$ cat src/rtl/ir_diag_pkg.sv
// Shared definitions for the IR diagnostic-bus initiator: bus widths,
// the 13X read subfunction codes and the sequencer state encoding.
package ir_diag_pkg;

    localparam int DIAG_W       = 3;
    localparam int EBUS_SLICE_W = 6;
    localparam int SNAP_W       = 48;

    // Read subfunction codes placed on diag[4:6] during a 13X read.
    localparam logic [DIAG_W-1:0] READ_NORM_DRADR = 3'd0;
    localparam logic [DIAG_W-1:0] READ_JUMP_DRADR = 3'd1;
    localparam logic [DIAG_W-1:0] READ_AC_BLOCKS  = 3'd2;
    localparam logic [DIAG_W-1:0] READ_DISP_DRADR = 3'd3;
    localparam logic [DIAG_W-1:0] READ_IR_FIELDS  = 3'd4;
    localparam logic [DIAG_W-1:0] READ_EA_DRADR   = 3'd5;
    localparam logic [DIAG_W-1:0] READ_CARRY_BITS = 3'd6;
    localparam logic [DIAG_W-1:0] READ_ADCARRY    = 3'd7;

    typedef enum logic [2:0] {
        IDLE,
        RSETUP,
        RSTROBE,
        RGAP,
        LSETUP,
        LSTROBE,
        DONE
    } state_t;

endpackage

$ cat src/rtl/ir_diag_master.sv
// Diagnostic-bus initiator for the IR board. Issues a single 06X load
// strobe, or sweeps all eight 13X read subfunctions into a 48-bit snapshot.
//
// Request handshake: start is a request that is accepted only on an edge
// where the sequencer is idle (busy low); while busy is high start is
// ignored and nothing is queued. done pulses for one cycle at the end of
// the accepted operation, and the idle cycle that follows accepts again.
//
// The IR numbers its buses MSB-first (diag[4:6], EBUS[0:5]); here the
// vectors are [2:0] and [5:0], so IR bit 0 is the MSB of each vector and
// EBUS lands in a snapshot field without reordering.
module ir_diag_master
    import ir_diag_pkg::*;
#(
    parameter int SETTLE = 2,
    parameter int STROBE = 1
) (
    input  logic                    clk,
    input  logic                    rst_n,
    input  logic                    start,
    input  logic                    opLoad,
    input  logic [DIAG_W-1:0]       loadSel,
    output logic                    busy,
    output logic                    done,
    output logic                    noResp,
    output logic [SNAP_W-1:0]       snapshot,
    output logic [DIAG_W-1:0]       diag,
    output logic                    diagLoadFunc06X,
    output logic                    diagReadFunc13X,
    input  logic                    drivingEBUS,
    input  logic [EBUS_SLICE_W-1:0] EBUS
);

    localparam logic [3:0] SETTLE_LAST = 4'(SETTLE - 1);
    localparam logic [3:0] STROBE_LAST = 4'(STROBE - 1);

    state_t                  state, state_nx;
    logic [DIAG_W-1:0]       sub, sub_nx;
    logic [3:0]              tmr, tmr_nx;
    logic [DIAG_W-1:0]       diag_nx;
    logic [SNAP_W-1:0]       snap_nx;
    logic                    no_resp_nx;
    logic                    load_nx;
    logic                    read_nx;
    logic                    busy_nx;
    logic                    done_nx;

    // Next-state, counters and next values of every registered output.
    // Outputs are computed for the state being entered so they change only
    // on clock edges and line up with the state register.
    always_comb begin
        state_nx   = state;
        sub_nx     = sub;
        tmr_nx     = tmr;
        diag_nx    = diag;
        snap_nx    = snapshot;
        no_resp_nx = noResp;
        load_nx    = 1'b0;
        read_nx    = 1'b0;

        case (state)
            IDLE: begin
                if (start) begin
                    no_resp_nx = 1'b0;
                    if (opLoad) begin
                        // diag itself holds the captured load subfunction
                        diag_nx  = loadSel;
                        state_nx = LSETUP;
                    end else begin
                        sub_nx   = READ_NORM_DRADR;
                        diag_nx  = READ_NORM_DRADR;
                        state_nx = RSETUP;
                    end
                end
            end
            RSETUP: begin
                tmr_nx   = SETTLE_LAST;
                read_nx  = 1'b1;
                state_nx = RSTROBE;
            end
            RSTROBE: begin
                if (tmr == 4'd0) begin
                    // EBUS is only trusted on the last edge of the read window
                    if (drivingEBUS) begin
                        snap_nx[sub*EBUS_SLICE_W +: EBUS_SLICE_W] = EBUS;
                    end else begin
                        snap_nx[sub*EBUS_SLICE_W +: EBUS_SLICE_W] = '0;
                        no_resp_nx = 1'b1;
                    end
                    state_nx = RGAP;
                end else begin
                    tmr_nx  = tmr - 4'd1;
                    read_nx = 1'b1;
                end
            end
            RGAP: begin
                if (sub == READ_ADCARRY) begin
                    state_nx = DONE;
                end else begin
                    sub_nx   = sub + 3'd1;
                    diag_nx  = sub + 3'd1;
                    state_nx = RSETUP;
                end
            end
            LSETUP: begin
                tmr_nx   = STROBE_LAST;
                load_nx  = 1'b1;
                state_nx = LSTROBE;
            end
            LSTROBE: begin
                if (tmr == 4'd0) begin
                    state_nx = DONE;
                end else begin
                    tmr_nx  = tmr - 4'd1;
                    load_nx = 1'b1;
                end
            end
            DONE: begin
                state_nx = IDLE;
            end
            default: begin
                state_nx = IDLE;
            end
        endcase

        busy_nx = (state_nx != IDLE);
        done_nx = (state_nx == DONE);
    end

    // State, counters and registered outputs; reset returns everything to
    // idle immediately, even mid-operation.
    always_ff @(posedge clk or negedge rst_n) begin
        if (!rst_n) begin
            state           <= IDLE;
            sub             <= '0;
            tmr             <= '0;
            busy            <= 1'b0;
            done            <= 1'b0;
            noResp          <= 1'b0;
            snapshot        <= '0;
            diag            <= '0;
            diagLoadFunc06X <= 1'b0;
            diagReadFunc13X <= 1'b0;
        end else begin
            state           <= state_nx;
            sub             <= sub_nx;
            tmr             <= tmr_nx;
            busy            <= busy_nx;
            done            <= done_nx;
            noResp          <= no_resp_nx;
            snapshot        <= snap_nx;
            diag            <= diag_nx;
            diagLoadFunc06X <= load_nx;
            diagReadFunc13X <= read_nx;
        end
    end

endmodule

$ cat config.mk
export PLATFORM = sky130hd
export DESIGN_NAME = ir_diag_master
export DESIGN_NICKNAME = d
export VERILOG_FILES = /design/src/rtl/ir_diag_pkg.sv /design/src/rtl/ir_diag_master.sv
export SDC_FILE = /design/constraint.sdc
export NUM_CORES = 1
export LEC_CHECK = 0
export ABC_AREA = 0
export CORE_ASPECT_RATIO = 2
export CORE_MARGIN = 2
export CORE_UTILIZATION = 49
export CTS_CLUSTER_DIAMETER = 200
export DETAILED_ROUTE_END_ITERATION = 8
export GPL_TIMING_DRIVEN = 0
export PLACE_DENSITY = 0.77
export SETUP_SLACK_MARGIN = 0.05
export SYNTH_ARGS = -nofsm -noshare
export SYNTH_HDL_FRONTEND = slang
export SYNTH_SLANG_ARGS = --single-unit
$ cat constraint.sdc
create_clock -name clk -period 3.26 [get_ports clk]
set_clock_uncertainty 0.05 [all_clocks]
set_input_delay 0.652 -clock clk [delete_from_list [all_inputs] [get_ports clk]]
set_output_delay 0.652 -clock clk [all_outputs]
set_load 0.01 [all_outputs]
Yosys cells after proc, flatten, opt, wreduce, memory -nomap -nowiden --
Index checks and enable logic that the tools add are counted. W data, S select, Z words.
Operators by class: $add $sub $neg 3, multiply operators 1, equality and inequality tests 13, shift-type cells 3, mux-type cells 25, reductions and logical operators 12
Operators by type and width (count):
- $bwmux W48 | 2
- $mux W48 | 1
- $shift A6 B34 Y48 const A | 1
- $shiftx A6 B34 Y48 | 1
- $shiftx A6 B34 Y48 const A | 1
- $neg A6 Y34 | 1
- $mux W3 | 10
- $pmux W3 S6 | 1
- $eq A3 B3 Y1 const B | 4
- $ne A2 B2 Y1 const B | 6
- $pmux W3 S2 | 2
- $pmux W4 S3 | 1
- $reduce_and A4 Y1 | 2
- $eq A3 B2 Y1 const B | 2
- $pmux W1 S2 | 3
- $reduce_bool A3 Y1 | 2
- $mul A3 B2 Y5 const B | 1
- $logic_not A4 Y1 | 1
- $mux W1 | 4
- $mux W4 | 1
- $reduce_and A2 Y1 | 2
- $reduce_bool A2 Y1 | 2
- $sub A4 B1 Y4 const B | 1
- $add A3 B1 Y3 const B | 1
- other kinds (4) | 4
Word-level totals: register bits after elaboration 66, input port bits 14, output and inout port bits 56, logic and storage cells 67

Longest topological paths before layout --
Gate-level depths: netlist of the first run.
depth after elaboration 5, depth in mapped cells 12, depth with buffers taken out 10

Least setup slack after synthesis of the first run --
Ideal clock, no wire load.
path kind register to register, start point reg sub[1], end point reg snapshot[24], setup time 128 ps, data arrival time 3158 ps, data required time 3082 ps, slack -76 ps, cell stages (with the launch flop) 12, path buffers 2, clock period less this slack 3336 ps, cells stage by stage dfrtp_1 > ha_1 > fa_1 > buf_2 > inv_1 > clkbuf_1 > and3_1 > ha_1 > nand3_1 > nor3_4 > nor3b_2 > mux2_1
On the way: longest elaborated chain between the ends 5, elaborated cells on any way between the ends 8, classes of those cells add/sub: 1; mul: 1; shift: 3; mux: 3
Ends and longest elaborated chain:
- from (decl) | line ir_diag_master.sv:38 | logic [DIAG_W-1:0] sub, sub_nx;
- from (signal assigned) | line ir_diag_master.sv:146 | sub <= sub_nx;
- $mul A3 B2 Y5 * | line ir_diag_master.sv:85, ir_diag_master.sv:87
- $neg A6 Y34 * | line ir_diag_master.sv:85, ir_diag_master.sv:87
- $shiftx A6 B34 Y48, or another cell as far along | line ir_diag_master.sv:87 | snap_nx[sub*EBUS_SLICE_W +: EBUS_SLICE_W] = '0;
- $bwmux W48, on equally long branches | line ir_diag_master.sv:87, ir_diag_master.sv:85
- $mux W48 * | line ir_diag_master.sv:84 | if (drivingEBUS) begin
- to (signal assigned) | line ir_diag_master.sv:151 | snapshot <= snap_nx;
- to (decl) | line ir_diag_master.sv:26 | output logic [SNAP_W-1:0] snapshot,
Every way passes the cells marked *; elsewhere a longest branch is shown, timed or not. A chain may end at the register's enable or synchronous reset.

Final worst setup path of the first run --
start point reg sub[1], end point reg snapshot[3]
The elaborated chain is that of the path after synthesis.

==> impl_results.md, run 1 <==
- Status: finished clean
- Pint: between 3 and 4 mW
- GR Util All Layers: 32.1%
- Cells on worst reg2reg path: 12
- Part of the Yosys area used for sequential elements: 38.4%
- CP arrival: ~3.3 ns
- Critical path, cell by cell: buf_4 -> fa_1 -> buf_4 -> xnor2_4 -> buf_6 -> and3_4 -> ha_4 -> inv_6 -> nand4_1 -> nor3_4 -> a41o_1 -> mux2_4
- Critical path class: reg -> reg
- CTS Sinks: between 60 and 70
- GP Congestion: between 0.9 and 1
- Final Hold Fails: 0
- Crit Path Max Fanout: 7
- Cell mode on critical path: buf_4
- Mux contribution to synthesized area: 12.9%
- Maximum vdd drop: between 0.0008 and 0.0009 V
- Ys flop type: dfrtp_1
- Initial Util: 50.1%
- Root Buffer: clkbuf_16
- Flop pwr share: between 15 and 20%
- Area leader, netlist: dfrtp_1
- Hold slack final: between 0.3 and 0.4 ns
- Congestion Overflow GR: 0
- Final #Nets: 579
- CP peak stage delay: 0.42 ns
- Hpwl dp: roughly 11 mm
- Synth top area share: 38.4%
- Setup TNS: 0 ns
- Crit. End Element: flip-flop
- Ys Warns: 0
- Largest family of logic cells by synthesized area: simple AND/OR/NAND/NOR gates
- Syn Area/Cell: 9.42 um2
- Final setup vio count: 0
- Die Y: about 140 um
- Die X: roughly 70 um
- H-Tree Depth: 3
- Pwr/cell area: 1090 nW/um2
- Synth-to-Final Area Change: 34.0%
- Post-synthesis adder-cell area fraction: 3.08%
- Clock Path Buffers: 2
- Std-Cell Rows: 48
- Post-Synthesis Cells: about 460
- Final worst-path cycle share: a little over nine tenths
- First-pass GRT wire length: approximately 23 mm
- MaxCap Viol Count: 0
- Clock Power Share: ~18%
- DRT antenna net count: 0
- Slowest stage cell, crit path: dfrtp_2
- Initial drt markers: ~310
- Pre-antenna DRT Iters: 5
- DR WL/cell: ~22 um
- Commonest cells in the netlist: dfrtp_1 (66), nand2_1 (43), nor2_1 (37), mux2_1 (32), inv_1 (28)
- Synth Area in Compound Gates: between 10% and 20%
- Fraction of layout cells with a size suffix above 1: about 17%
- Worst r2r src: sub[1]
- DR DRC count: 0
- Leak pwr: about 2.5 nW
- Detailed Route WL: roughly 15 mm
- Vias in the first global route: ~4,300
- Clock latency on the worst-skew pair: between 0.3 and 0.4 ns
- Mapped Nets: 481
- Port-buffer cells: 69
- Fillers: just over 700
- Critical path launch point: sub[1]
- CTS tree: done
- Post-DR vias/cell: 6.22
- Max-slew violations: 0
- RSZ-0062 raised after global routing: false
- Worst-Margin Slew: between 0.8 and 0.9 ns
- Hold Crit Class: in -> async
- Core ar.: between 8000 and 9000 um2
- Largest cells by area after synthesis: dfrtp_1 (38%), mux2_1 (8.4%), nand2_1 (3.7%)
- XOR/XNOR Fraction of Synth Area: approximately 1.4%
- I/O pins: 70
- Post-synth cell types: between 60 and 70
- Startpoint class of the critical path: flip-flop
- Post-synth EDFFs: 0
- Slew Limit Headroom: between 40% and 50%
- Final Critical Period: around 3.1 ns
- Critical path depth: 12
- CTS clk-pin slew, worst paths: roughly 0.060 ns
- Largest net degree at the start of global routing: between 60 and 70
- Top-count cell post-synth: dfrtp_1
- Post-synth ARST share: 100%
- Switch Pwr: roughly 2.9 mW
- Synthesized area: 4310 um2
- Initial antenna violation count: 0
- Sw frac: 46.2%
- Seq cells post-synth: 66
- Antenna Cells: 0
- Inst Count DP: roughly 630
- Critical Path RT: 3.44 ns
- Total Die Area: around 9600 um2
- Final cell count without fillers: between 600 and 700
- Combinational power share: between 60 and 70%
- Vias: ~4,000
- Cell family with most CP delay: adder cells
- Peak Freq: approximately 320 MHz
- TritonCTS buffer count: 9
- CP Buf/Inv Count: 4
- Synth Area in Simple Gates: 21.6%
- Post-CTS Hold Buffers: 0
## worst register-to-register path, cell delays in order (launching register included)
cell and delay, ns:
dfrtp_2 0.42, buf_4 0.15, fa_1 0.41, buf_4 0.18
xnor2_4 0.14, buf_6 0.13, and3_4 0.17, ha_4 0.27
inv_6 0.10, nand4_1 0.14, nor3_4 0.31, a41o_1 0.22
mux2_4 0.32
## layout by cell type (no fill, tap or decap), types with 4 or more instances in the layout
cell	count
nand3_1	10
o21ai_0	8
mux2_2	4
buf_4	20
o31ai_1	6
dfrtp_1	64
nor3_1	12
ha_1	7
nand3b_1	6
nor3_4	4
clkbuf_1	7
a21oi_1	24
a22o_1	4
mux2i_1	15
nand2b_1	10
o211ai_1	7
and2_1	4
clkbuf_16	9
a31oi_1	8
nand2_1	43
clkdlybuf4s50_1	68
nor2_1	37
inv_1	25
a211oi_1	4
o22ai_1	4
mux2_1	30
or3_1	4
buf_2	12
a22oi_1	5
## cell families (layout without fill, tap and decap cells)
group / count (synthesis) / in the layout
and+or+nand+nor: 165 / 165
adders and majority gates: 10 / 10
xor gates and xnor gates: 5 / 5
DFF: 66 / 66
buffers and inverters: 55 / 158
AOI/OAI and AO/OA: 105 / 105
muxes: 51 / 51
## power by group through the flow
| stage | clock network [mW] | logic (mW) | registers (mW) |
|---|---|---|---|
| detailed placement | 0 | 3.44 | 1.26 |
| floorplan | 0 | 2.07 | 1.33 |
| global route | 1.17 | 4.15 | 1.28 |
| CTS | 1.14 | 3.68 | 1.25 |
| finish | 1.13 | 3.90 | 1.25 |
| global placement | 0 | 3.40 | 1.24 |
## worst paths after layout
check | end | slack, ns
min in group clk | snapshot[37] | 0.44
max in group asynchronous | sub[2] | 2.20
min | snapshot[38] | 0.35
max | snapshot[3] | 0.13
min reg2reg | snapshot[37] | 0.44
max reg2reg | snapshot[3] | 0.13
## flip-flops by register name, summed over array words and instances, names as in the netlist, 3 cells and up
| name | cells |
|---|---|
| snapshot | 48 |
| diag | 3 |
| tmr | 4 |
| sub | 3 |
| state | 3 |
## through the flow
step	power (mW)	utilization, %	worst slack [ns]	cell area, um2
6_report	6.28	67.2	0.131	5770
5_1_grt	6.61	67.2	0.0607	5770
4_1_cts	6.07	65.9	0.0469	5660
3_5_place_dp	4.69	59.7	-0.505	5130
3_3_place_gp	4.65	59.7	-0.562	5130
2_1_floorplan	3.40	-	0.0750	4310
## per-layer routing
| layer | GRT usage, % | vias to the layer above | share of wire (%) | routed length [um] |
|---|---|---|---|---|
| met5 | 0 | - | 0 | 0 |
| met4 | 24.4 | 0 | 8.4 | 1240 |
| met3 | 5.96 | 74 | 4.5 | 668 |
| met2 | 60.6 | 175 | 56 | 8250 |
| met1 | 29.4 | 2001 | 31 | 4560 |
| li1 | - | 1852 | - | - |
## layout make-up
type	count	area, um2	share of cell area [%]
Tap cell	100	125	2.17
Clock buffer	10	229	3.97
Clock inverter	6	115	2.00
Buffer	26	149	2.58
Multi-Input combinational cell	336	2550	44.2
Sequential cell	66	1650	28.7
Timing Repair Buffer	88	835	14.5
Inverter	28	114	1.97
## what timing repair did
action / in CTS / in global routing
pin swaps: 5 / 6
gates resized for setup: 21 / 18
setup endpoints to repair: 48 / 48
buffers inserted: 11 / 8
Note: power is estimated with default switching activity, not from simulation.
==> run 2: changes to the inputs <==
ABC_CLOCK_PERIOD_IN_PS = 3260   (was default)
SLEW_MARGIN = 20   (was default)
==> run 2 against run 1 <==
Compared with the run above:
- cell area hardly changed
- global-route usage is 0.62 points lower
- register-to-register slack hardly changed
==> impl_results.md, run 2 (synthesis results as in run 1) <==
- Final #Nets: between 500 and 600
- Port-buffer cells: 69
- Final Critical Period: 3.13 ns
- Initial antenna violation count: 0
- Max-slew violations: 0
- Critical path class: reg -> reg
- Std-Cell Rows: 48
- Core ar.: ~8600 um2
- Antenna Cells: 0
- Pwr/cell area: between 1000 and 1500 nW/um2
- DR DRC count: 0
- Largest net degree at the start of global routing: 39
- Dpl cell area: about 5100 um2
- Die X: roughly 70 um
- Fillers: between 700 and 800
- MaxCap Viol Count: 0
- Top reg by flops: snapshot
- Worst r2r src: sub[1]
- Commonest non-fill, non-tap cells in the layout: clkdlybuf4s50_1 (68), dfrtp_1 (64), nand2_1 (42)
- Total power draw: slightly above 6 mW
- Total Die Area: 9600 um2
- Die Y: around 140 um
- Clock Path Buffers: 2
- Leak pwr: roughly 2.4 nW
- CTS Sinks: between 60 and 70
- Congestion Overflow GR: 0
- Detailed Route WL: 14.7 mm
- Hpwl dp: 11.5 mm
- Maximum vdd drop: 0.000747 V
- Final worst-path cycle share: between 90 and 100%
- Final Hold Fails: 0
- Crit. End Element: flip-flop
- CTS tree: done
- CTS clk-pin slew, worst paths: 0.06 ns
- Initial drt markers: around 270
- DRT antenna net count: 0
- Initial Util: ~50%
- GP Congestion: 0.989
- Dpl ws: -0.504 ns
- RSZ-0062 raised after global routing: false
- Number of flip-flops in the largest register: 48
- TritonCTS buffer count: 9
- Post-Layout Inst Area: just under 6000 um2
- Final setup vio count: 0
- Crit Path Max Fanout: 10
- DR WL/cell: ~22 um
- Synth-to-Final Area Change: 34.1%
- Final Util: between 60 and 70%
- GR Util All Layers: a little under a third
- CP arrival: roughly 3.3 ns
- I/O pins: 70
- Vias: approximately 4,200
- First-pass GRT wire length: approximately 23 mm
- Startpoint class of the critical path: flip-flop
- Critical Path RT: approximately 3.4 ns
- Post-CTS Hold Buffers: 0
- Most common library cell in the layout ignoring fill and taps: clkdlybuf4s50_1
- Clock latency on the worst-skew pair: approximately 0.35 ns
- Largest registers: snapshot (48), tmr (4)
- Status: finished clean
- Critical path launch point: sub[1]
- Root Buffer: clkbuf_16
- Pre-antenna DRT Iters: 5
- H-Tree Depth: 3
- PnR worst setup slack: between 0.1 and 0.15 ns
- Post-DR vias/cell: 6.34
- Slew Limit Headroom: between 50% and 60%
- Hold Crit Class: in -> async
- Fraction of layout cells with a size suffix above 1: about 18%
- Peak Freq: between 300 and 400 MHz
- Vias in the first global route: 4,207
- Worst-Margin Slew: ~0.63 ns
run 2: changes by cell type in the layout (fill, tap and decap cells not counted), sizes merged:
cell      before  now
bufinv         3    1
clkinvlp       2    4
clkbuf        19   20
buf           37   35
run 2: worst paths after layout:
path	slack (ns)	to	cells past startpoint
hold reg to reg	0.44	snapshot[42]	1
setup / recovery	0.13	snapshot[3]	12
max in group asynchronous	2.44	snapshot[18]	2
min in group clk	0.44	snapshot[42]	1
setup reg to reg	0.13	snapshot[3]	12
hold / removal	0.18	snapshot[39]	1
run 2: critical path: stages (launching register included):
cell and delay (ns):
dfrtp_2 0.42, buf_4 0.15, fa_1 0.54, buf_6 0.13, inv_2 0.05, buf_8 0.14
and3_4 0.17, ha_4 0.29, inv_8 0.09, nand4_1 0.14, nor3_4 0.30, a41o_1 0.22
mux2_4 0.32
run 2: routing by layer:
| layer | vias up | GRT usage (%) | wire (um) |
|---|---|---|---|
| met5 | - | 0 | 0 |
| met4 | 0 | 24.5 | 1230 |
| met3 | 80 | 6.04 | 774 |
| met2 | 230 | 59.7 | 8170 |
| met1 | 2001 | 28.3 | 4560 |
| li1 | 1866 | - | - |
run 2: what timing repair did:
action,CTS,global route
setup buffers,10,6
endpoints found under the hold margin,0,0
cloned,0,0
setup endpoints to repair,48,44
pin swaps,5,6
gates resized for setup,23,20
run 2: stage by stage:
stage,hold WS (ns),setup TNS [ns],std cells
2_1_floorplan,0.306,0,457
3_3_place_gp,0.424,-51.29,626
3_5_place_dp,0.428,-15.66,627
4_1_cts,0.197,-0.134,653
5_1_grt,0.218,0,659
6_report,0.181,0,659
run 2: final cells by class:
class,instances,area [um2],share of cell area [%]
clock inverters,6,66.3,1.15
clock buffers,10,239,4.14
multi-input cells,336,2580,44.7
plain buffers,27,150,2.60
repair buffers,86,841,14.6
flip-flops and latches,66,1650,28.7
inverters,28,116,2.02
well taps,100,125,2.17
run 2: where the power goes:
group	internal, mW	total [mW]	switching (mW)
Combinational	1.53	3.92	2.39
Sequential	1.08	1.25	0.165
Clock	0.612	0.996	0.384
